--- config.mk ---
export PLATFORM = sky130hd
export DESIGN_NAME = receptor_serial_multicanal
export DESIGN_NICKNAME = d
export VERILOG_FILES = /design/src/rtl/receptor_pkg.sv /design/src/rtl/receptor_byte_rx.sv /design/src/rtl/receptor_serial_multicanal.sv
export SDC_FILE = /design/constraint.sdc
export NUM_CORES = 1
export LEC_CHECK = 0
export ABC_AREA = 1
export ABC_CLOCK_PERIOD_IN_PS = 6100
export CAP_MARGIN = 15
export CORE_MARGIN = 3
export CORE_UTILIZATION = 41
export CTS_CLUSTER_DIAMETER = 80
export DETAILED_ROUTE_END_ITERATION = 10
export PLACE_DENSITY = 0.67
export SYNTH_ARGS = -nofsm -noshare
export SYNTH_HDL_FRONTEND = slang
export SYNTH_SLANG_ARGS = --single-unit
--- constraint.sdc ---
create_clock -name clk -period 6.1 [get_ports clk]
set_clock_uncertainty 0.1 [all_clocks]
set_input_delay 1.22 -clock clk [delete_from_list [all_inputs] [get_ports clk]]
set_output_delay 1.22 -clock clk [all_outputs]
set_load 0.005 [all_outputs]
--- src/rtl/receptor_pkg.sv ---
// -----------------------------------------------------------------------------
// receptor_pkg
// Shared definitions for the multichannel serial servo receiver.
//   rx_state_t : encodings of the bit-level receive FSM. The encoding is
//                exported on the debug 'state' port.
//   clog2w()   : counter width helper that never returns 0.
// Optional feature macro: RX_PARITY_EN. This file has no build-dependent
// content; the PARITY encoding exists in both builds.
// -----------------------------------------------------------------------------
package receptor_pkg;

   localparam int STATE_W = 3;

   typedef enum logic [STATE_W-1:0] {
      ST_IDLE   = 3'd0,
      ST_START  = 3'd1,
      ST_DATA   = 3'd2,
      ST_PARITY = 3'd3,
      ST_STOP   = 3'd4,
      ST_BREAK  = 3'd5
   } rx_state_t;

   // Width needed to count 0..n-1; at least 1 bit.
   function automatic int clog2w(input int n);
      return (n <= 2) ? 1 : $clog2(n);
   endfunction

endpackage

--- src/rtl/receptor_byte_rx.sv ---
// -----------------------------------------------------------------------------
// receptor_byte_rx
// Receives one UART-framed byte: start bit, DATA_BITS data bits (LSB first),
// an optional even-parity bit and a stop bit. The line is synchronised by two
// flops before any use.
// Ports:
//   clk, rst     : clock, asynchronous active-high reset
//   i_serial     : raw serial line, idle high
//   o_byte       : assembled byte; valid while o_byte_ok is high
//   o_byte_ok    : 1-cycle pulse in the stop-sample cycle, byte good
//   o_byte_err   : 1-cycle pulse in the stop-sample cycle, bad stop/parity
//   o_state      : current FSM state (debug)
// Optional feature: RX_PARITY_EN adds an even-parity bit after the data.
// -----------------------------------------------------------------------------
module receptor_byte_rx
   import receptor_pkg::*;
#(
   parameter int CLKS_PER_BIT = 10,
   parameter int DATA_BITS    = 8
) (
   input  logic                 clk,
   input  logic                 rst,
   input  logic                 i_serial,
   output logic [DATA_BITS-1:0] o_byte,
   output logic                 o_byte_ok,
   output logic                 o_byte_err,
   output logic [STATE_W-1:0]   o_state
);

   localparam int CW = clog2w(CLKS_PER_BIT);
   localparam int BW = clog2w(DATA_BITS);
   localparam logic [CW-1:0] LP_FULL = CW'(CLKS_PER_BIT - 1);
   localparam logic [CW-1:0] LP_HALF = CW'(CLKS_PER_BIT / 2 - 1);
   localparam logic [BW-1:0] LP_LAST = BW'(DATA_BITS - 1);

   logic                 r_sync1, r_sync2, r_rx_d;
   rx_state_t            r_state, w_state_nx;
   logic [CW-1:0]        r_cnt, w_cnt_nx;
   logic [BW-1:0]        r_bit, w_bit_nx;
   logic [DATA_BITS-1:0] r_shift, w_shift_nx;
   logic                 r_par_err, w_par_err_nx;
   logic                 w_full;

   assign w_full  = (r_cnt == LP_FULL);
   assign o_byte  = r_shift;
   assign o_state = r_state;

   always_ff @(posedge clk or posedge rst) begin
      if (rst) begin
         r_sync1   <= 1'b1;
         r_sync2   <= 1'b1;
         r_rx_d    <= 1'b1;
         r_state   <= ST_IDLE;
         r_cnt     <= '0;
         r_bit     <= '0;
         r_shift   <= '0;
         r_par_err <= 1'b0;
      end else begin
         r_sync1   <= i_serial;
         r_sync2   <= r_sync1;
         r_rx_d    <= r_sync2;
         r_state   <= w_state_nx;
         r_cnt     <= w_cnt_nx;
         r_bit     <= w_bit_nx;
         r_shift   <= w_shift_nx;
         r_par_err <= w_par_err_nx;
      end
   end

   always_comb begin
      w_state_nx   = r_state;
      w_cnt_nx     = r_cnt + CW'(1);
      w_bit_nx     = r_bit;
      w_shift_nx   = r_shift;
      w_par_err_nx = r_par_err;
      o_byte_ok    = 1'b0;
      o_byte_err   = 1'b0;
      case (r_state)
         ST_IDLE: begin
            w_cnt_nx     = '0;
            w_bit_nx     = '0;
            w_par_err_nx = 1'b0;
            if (r_rx_d && !r_sync2) w_state_nx = ST_START;
         end
         ST_START: begin
            // Resample mid start bit; a line already high again was a glitch.
            if (r_cnt == LP_HALF) begin
               w_cnt_nx   = '0;
               w_state_nx = r_sync2 ? ST_IDLE : ST_DATA;
            end
         end
         ST_DATA: begin
            if (w_full) begin
               w_cnt_nx          = '0;
               w_shift_nx[r_bit] = r_sync2;
               if (r_bit == LP_LAST) begin
`ifdef RX_PARITY_EN
                  w_state_nx = ST_PARITY;
`else
                  w_state_nx = ST_STOP;
`endif
               end else begin
                  w_bit_nx = r_bit + BW'(1);
               end
            end
         end
         ST_PARITY: begin
            // Even parity: data ones plus parity bit must give an even count.
            if (w_full) begin
               w_cnt_nx     = '0;
               w_par_err_nx = ^{r_shift, r_sync2};
               w_state_nx   = ST_STOP;
            end
         end
         ST_STOP: begin
            if (w_full) begin
               w_cnt_nx = '0;
               if (r_sync2) begin
                  o_byte_ok  = !r_par_err;
                  o_byte_err = r_par_err;
                  w_state_nx = ST_IDLE;
               end else begin
                  o_byte_err = 1'b1;
                  w_state_nx = ST_BREAK;
               end
            end
         end
         ST_BREAK: begin
            w_cnt_nx = '0;
            if (r_sync2) w_state_nx = ST_IDLE;
         end
         default: begin
            w_cnt_nx   = '0;
            w_state_nx = ST_IDLE;
         end
      endcase
   end

endmodule

--- src/rtl/receptor_serial_multicanal.sv ---
// -----------------------------------------------------------------------------
// receptor_serial_multicanal
// Serial receiver for NUM_CH servo set-points. A frame is SYNC_BYTE followed
// by one byte per channel; all channel outputs change together, and only
// when a whole frame arrives without error.
// Ports:
//   clk, rst     : clock, asynchronous active-high reset
//   canal_serial : serial line, idle high
//   angulos      : channel k at [k*DATA_BITS +: DATA_BITS]
//   frame_valid  : 1-cycle pulse, angulos just updated
//   frame_error  : 1-cycle pulse, byte error (frame aborted if one was open)
//   ch_idx       : 0 = hunting sync, k = expecting channel k-1
//   state        : bit-level FSM state (debug)
// Optional feature: RX_PARITY_EN (even parity per byte, see receptor_byte_rx).
// -----------------------------------------------------------------------------
module receptor_serial_multicanal
   import receptor_pkg::*;
#(
   parameter int                   CLKS_PER_BIT = 10,
   parameter int                   DATA_BITS    = 8,
   parameter int                   NUM_CH       = 4,
   parameter logic [DATA_BITS-1:0] SYNC_BYTE    = 8'hFF
) (
   input  logic                          clk,
   input  logic                          rst,
   input  logic                          canal_serial,
   output logic [NUM_CH*DATA_BITS-1:0]   angulos,
   output logic                          frame_valid,
   output logic                          frame_error,
   output logic [$clog2(NUM_CH+1)-1:0]   ch_idx,
   output logic [STATE_W-1:0]            state
);

   localparam int CHW = $clog2(NUM_CH + 1);

   logic [DATA_BITS-1:0]        w_byte;
   logic                        w_byte_ok, w_byte_err;
   logic [DATA_BITS-1:0]        r_shadow [NUM_CH];
   logic [NUM_CH*DATA_BITS-1:0] r_angulos, w_ang_nx;
   logic [CHW-1:0]              r_ch;
   logic                        r_fv, r_fe;

   receptor_byte_rx #(
      .CLKS_PER_BIT (CLKS_PER_BIT),
      .DATA_BITS    (DATA_BITS)
   ) u_byte_rx (
      .clk        (clk),
      .rst        (rst),
      .i_serial   (canal_serial),
      .o_byte     (w_byte),
      .o_byte_ok  (w_byte_ok),
      .o_byte_err (w_byte_err),
      .o_state    (state)
   );

   // The last channel byte goes straight to the outputs alongside the
   // shadows, so the update needs no extra cycle.
   always_comb begin
      w_ang_nx = '0;
      for (int k = 0; k < NUM_CH; k++) begin
         w_ang_nx[k*DATA_BITS +: DATA_BITS] = (k == NUM_CH - 1) ? w_byte : r_shadow[k];
      end
   end

   always_ff @(posedge clk or posedge rst) begin
      if (rst) begin
         r_angulos <= '0;
         r_ch      <= '0;
         r_fv      <= 1'b0;
         r_fe      <= 1'b0;
         for (int k = 0; k < NUM_CH; k++) r_shadow[k] <= '0;
      end else begin
         r_fv <= 1'b0;
         r_fe <= 1'b0;
         if (w_byte_err) begin
            r_fe <= 1'b1;
            r_ch <= '0;
         end else if (w_byte_ok) begin
            if (r_ch == '0) begin
               if (w_byte == SYNC_BYTE) r_ch <= CHW'(1);
            end else begin
               // Inside a frame the sync value is ordinary channel data.
               for (int k = 0; k < NUM_CH; k++) begin
                  if (r_ch == CHW'(k + 1)) r_shadow[k] <= w_byte;
               end
               if (r_ch == CHW'(NUM_CH)) begin
                  r_angulos <= w_ang_nx;
                  r_fv      <= 1'b1;
                  r_ch      <= '0;
               end else begin
                  r_ch <= r_ch + CHW'(1);
               end
            end
         end
      end
   end

   assign angulos     = r_angulos;
   assign frame_valid = r_fv;
   assign frame_error = r_fe;
   assign ch_idx      = r_ch;

endmodule
==> flow_summary.yaml <==
run_status:
  status: "finished, final reports clean"
pwr:
  p_leak_nw: 2.131
  max-vdd-ir-drop_mv: 0.1710
  p_per_area_nw_per_um2: 254.7
  totalPowerFinal_w: 0.001108
floorplanning:
  die-area_um2: 10140
  die_w_um: 100.7
  core-area_um2: 8464
  initial_core_util_pct: 43.46
  design.portCount: 43
  chipHeight_um: 100.7
  placement_rows: 33
critical_path:
  path_cells: "clkdlybuf4s50_1"
  r2r_cells: 10
  crit_family: "buffers and inverters"
  arrival_ps: 1360
  path_max_fanout: 7
  worstSetupPathType: "flip-flop to output pin"
  path_buf_inv: 1
  endpoint_kind: "output pin"
  r2r-end: "angulos[4]"
  cp.required_ps: 4780
  critPathSlowestCell: "clkdlybuf4s50_1"
  rrSetupSlack_ps: 3500
  slowest_delay_ps: 550
  cp-start-kind: "flip-flop"
  r2r_start: "u_byte_rx.r_cnt[1]"
finish:
  syn_to_final_growth_pct: 18.20
  antenna_cells: 0
  finalNetCount: 471
  fillers: 791
  drive_above_1_share_pct: 9.287
clock_tree:
  clockBufferDepth: 2
  htree_levels: 3
  cts-buffers-inserted: 9
  insertion_delay_ps: 350
  root_buffer: "clkbuf_8"
  cts_resized: 0
  post_cts_buffers: 0
  cts_tree: "yes"
  path_clk_slew_ps: 90
  cts_hold_buf: 0
  cts_sinks: 83
grt:
  grt_pass1_wl_um: 12360
  grt_pass1_vias: 2672
  track_usage_pct: 15.12
  grt_antenna_before_repair: 0
  grt_max_degree: 84
  grt-ovfl-total: 0
synthesis:
  yosysWarnings: 0
  ys_seq_elements: 83
  synth_cell_types: 30
  synthCells: 414
  synthArstFlopShare_pct: 100.0
  synthFlopType: "dfrtp_1"
  syn_area_um2: 3679
  synth_edf_count: 0
  syn-num-nets: 427
  synth_seq_area_share_pct: 56.56
  synth.avg_cell_area_um2: 8.885
timing:
  drv_slew: 0
  hold_violations: 0
  rsz0062_at_grt: "no"
  maxSlewHeadroom_pct: 32.84
  tns_ps: 0
  finalSetupViolCount: 0
  fmax_mhz: 373.1
  layout_min_cycle_time_ps: 2680
  fin_crit_sh_pct: 43.94
  worst_slew_pin_slew_ps: 1007
place:
  gp_congestion: 0.8164
  dp_hpwl_um: 4855
  port_buffers: 42
detailed_routing:
  wire_per_inst_um: 12.12
  post_drt_via_cell_ratio: 4.819
  vias: 2737
  first_pass_iters: 4
  drc: 0
  routed_wl_um: 6886
  met1Wirelength_um: 3216
  wl_met2_um: 3336
  final_antenna_net_count: 0
  drt_iter0_drc: 103
  wl_met3_um: 300
  highest_layer: "met4"
min_path:
  min_from: "u_byte_rx.r_sync1"
  whs_endpoint: "u_byte_rx.r_sync2"
  hold_path_class: "flip-flop to flip-flop"
  min_path_cells: 0
job:
  maxCapViolations: 0
## Yosys cell counts, types with 2 or more instances
master / instances / share of area (%)
nand2_1: 167 / 17
dfrtp_1: 80 / 54
inv_1: 26 / 2.7
o21ai_1: 25 / 3.4
nor2_1: 20 / 2.0
o21ai_0: 14 / 1.9
a21oi_1: 11 / 1.5
ha_1: 10 / 3.4
a31oi_1: 8 / 1.4
nand3_1: 8 / 1.1
buf_2: 5 / 0.68
inv_2: 5 / 0.51
nor2_4: 5 / 1.5
nor3_1: 5 / 0.68
buf_6: 4 / 1.2
nand2_2: 4 / 0.68
dfstp_2: 3 / 2.1
nand3_4: 2 / 0.95
## report_power, final
group          switching (W)  internal [W]  total (W)
sequential         0.0000205      0.000568   0.000589
combinational      0.0000980     0.0000528   0.000151
clock               0.000212      0.000156   0.000368
## worst max-delay path by stage
stage / from / end / slack (ps) / cells after the start
4_1_cts: ch_idx[2] / ch_idx[2] / 3400 / 1
5_1_grt: u_byte_rx.r_cnt[1] / angulos[4] / 3160 / 10
6_report: u_byte_rx.o_state[2] / state[2] / 3420 / 1
3_5_place_dp: rst / angulos[31] / 3390 / 3
2_1_floorplan: rst / angulos[0] / 2650 / 1
3_3_place_gp: rst / angulos[0] / 3420 / 3
## state kept, by name (all words and copies together), names as in the netlist
register,cells
ch_idx,3
u_byte_rx.r_rx_d,1
angulos,32
u_byte_rx.r_cnt,4
u_byte_rx.r_par_err,1
u_byte_rx.o_state,3
u_byte_rx.r_bit,3
u_byte_rx.r_sync1,1
u_byte_rx.r_sync2,1
u_byte_rx.o_byte,8
r_shadow,24
frame_valid,1
frame_error,1
## routing by layer
metal	vias up	global-route usage, %
met2	48	24.91
met1	1277	19.31
met3	5	4.429
li1	1407	-
met4	0	4.456
met5	-	0
## metrics by stage
stage / util, % / setup slack [ps] / hold slack [ps] / instance area [µm²] / std cells
after floorplan: - / 2648 / 245.2 / 3679 / 414
after global placement: 49.21 / 3415 / 245.9 / 4165 / 552
after detailed placement: 49.21 / 3392 / 248.1 / 4165 / 552
after CTS: 51.37 / 3395 / 264.3 / 4348 / 568
after global routing: 51.37 / 3160 / 278.5 / 4348 / 568
final: 51.37 / 3420 / 265.5 / 4348 / 568
## logic make-up after synthesis
kind of cell / after synthesis / synth area share (%)
adder cells (fa/ha/maj): 10 / 3.401
XOR/XNOR: 2 / 0.4763
AND/OR/NAND/NOR: 215 / 25.17
flip-flops: 83 / 56.56
AO/OA/AOI/OAI: 61 / 8.912
buffers and inverters: 43 / 5.476
## placed cells by master, fill, tap and decap left out, types with 9 or more instances in the layout
| cell | instances |
|---|---|
| clkdlybuf4s50_1 | 42 |
| nand2_1 | 167 |
| inv_1 | 25 |
| ha_1 | 10 |
| nor2_1 | 20 |
| clkbuf_8 | 9 |
| dfrtp_1 | 80 |
| o21ai_1 | 25 |
| a21oi_1 | 11 |
| o21ai_0 | 14 |
## final cells by class
cell class / instances / area, µm² / area share [%]
Timing Repair Buffer: 43 / 427.9 / 9.842
Clock buffer: 9 / 123.9 / 2.849
Inverter: 33 / 128.9 / 2.964
Clock inverter: 7 / 58.81 / 1.353
Multi-Input combinational cell: 288 / 1396 / 32.12
Sequential cell: 83 / 2081 / 47.86
Tap cell: 105 / 131.4 / 3.022
Power figures use the tool's default switching activity.
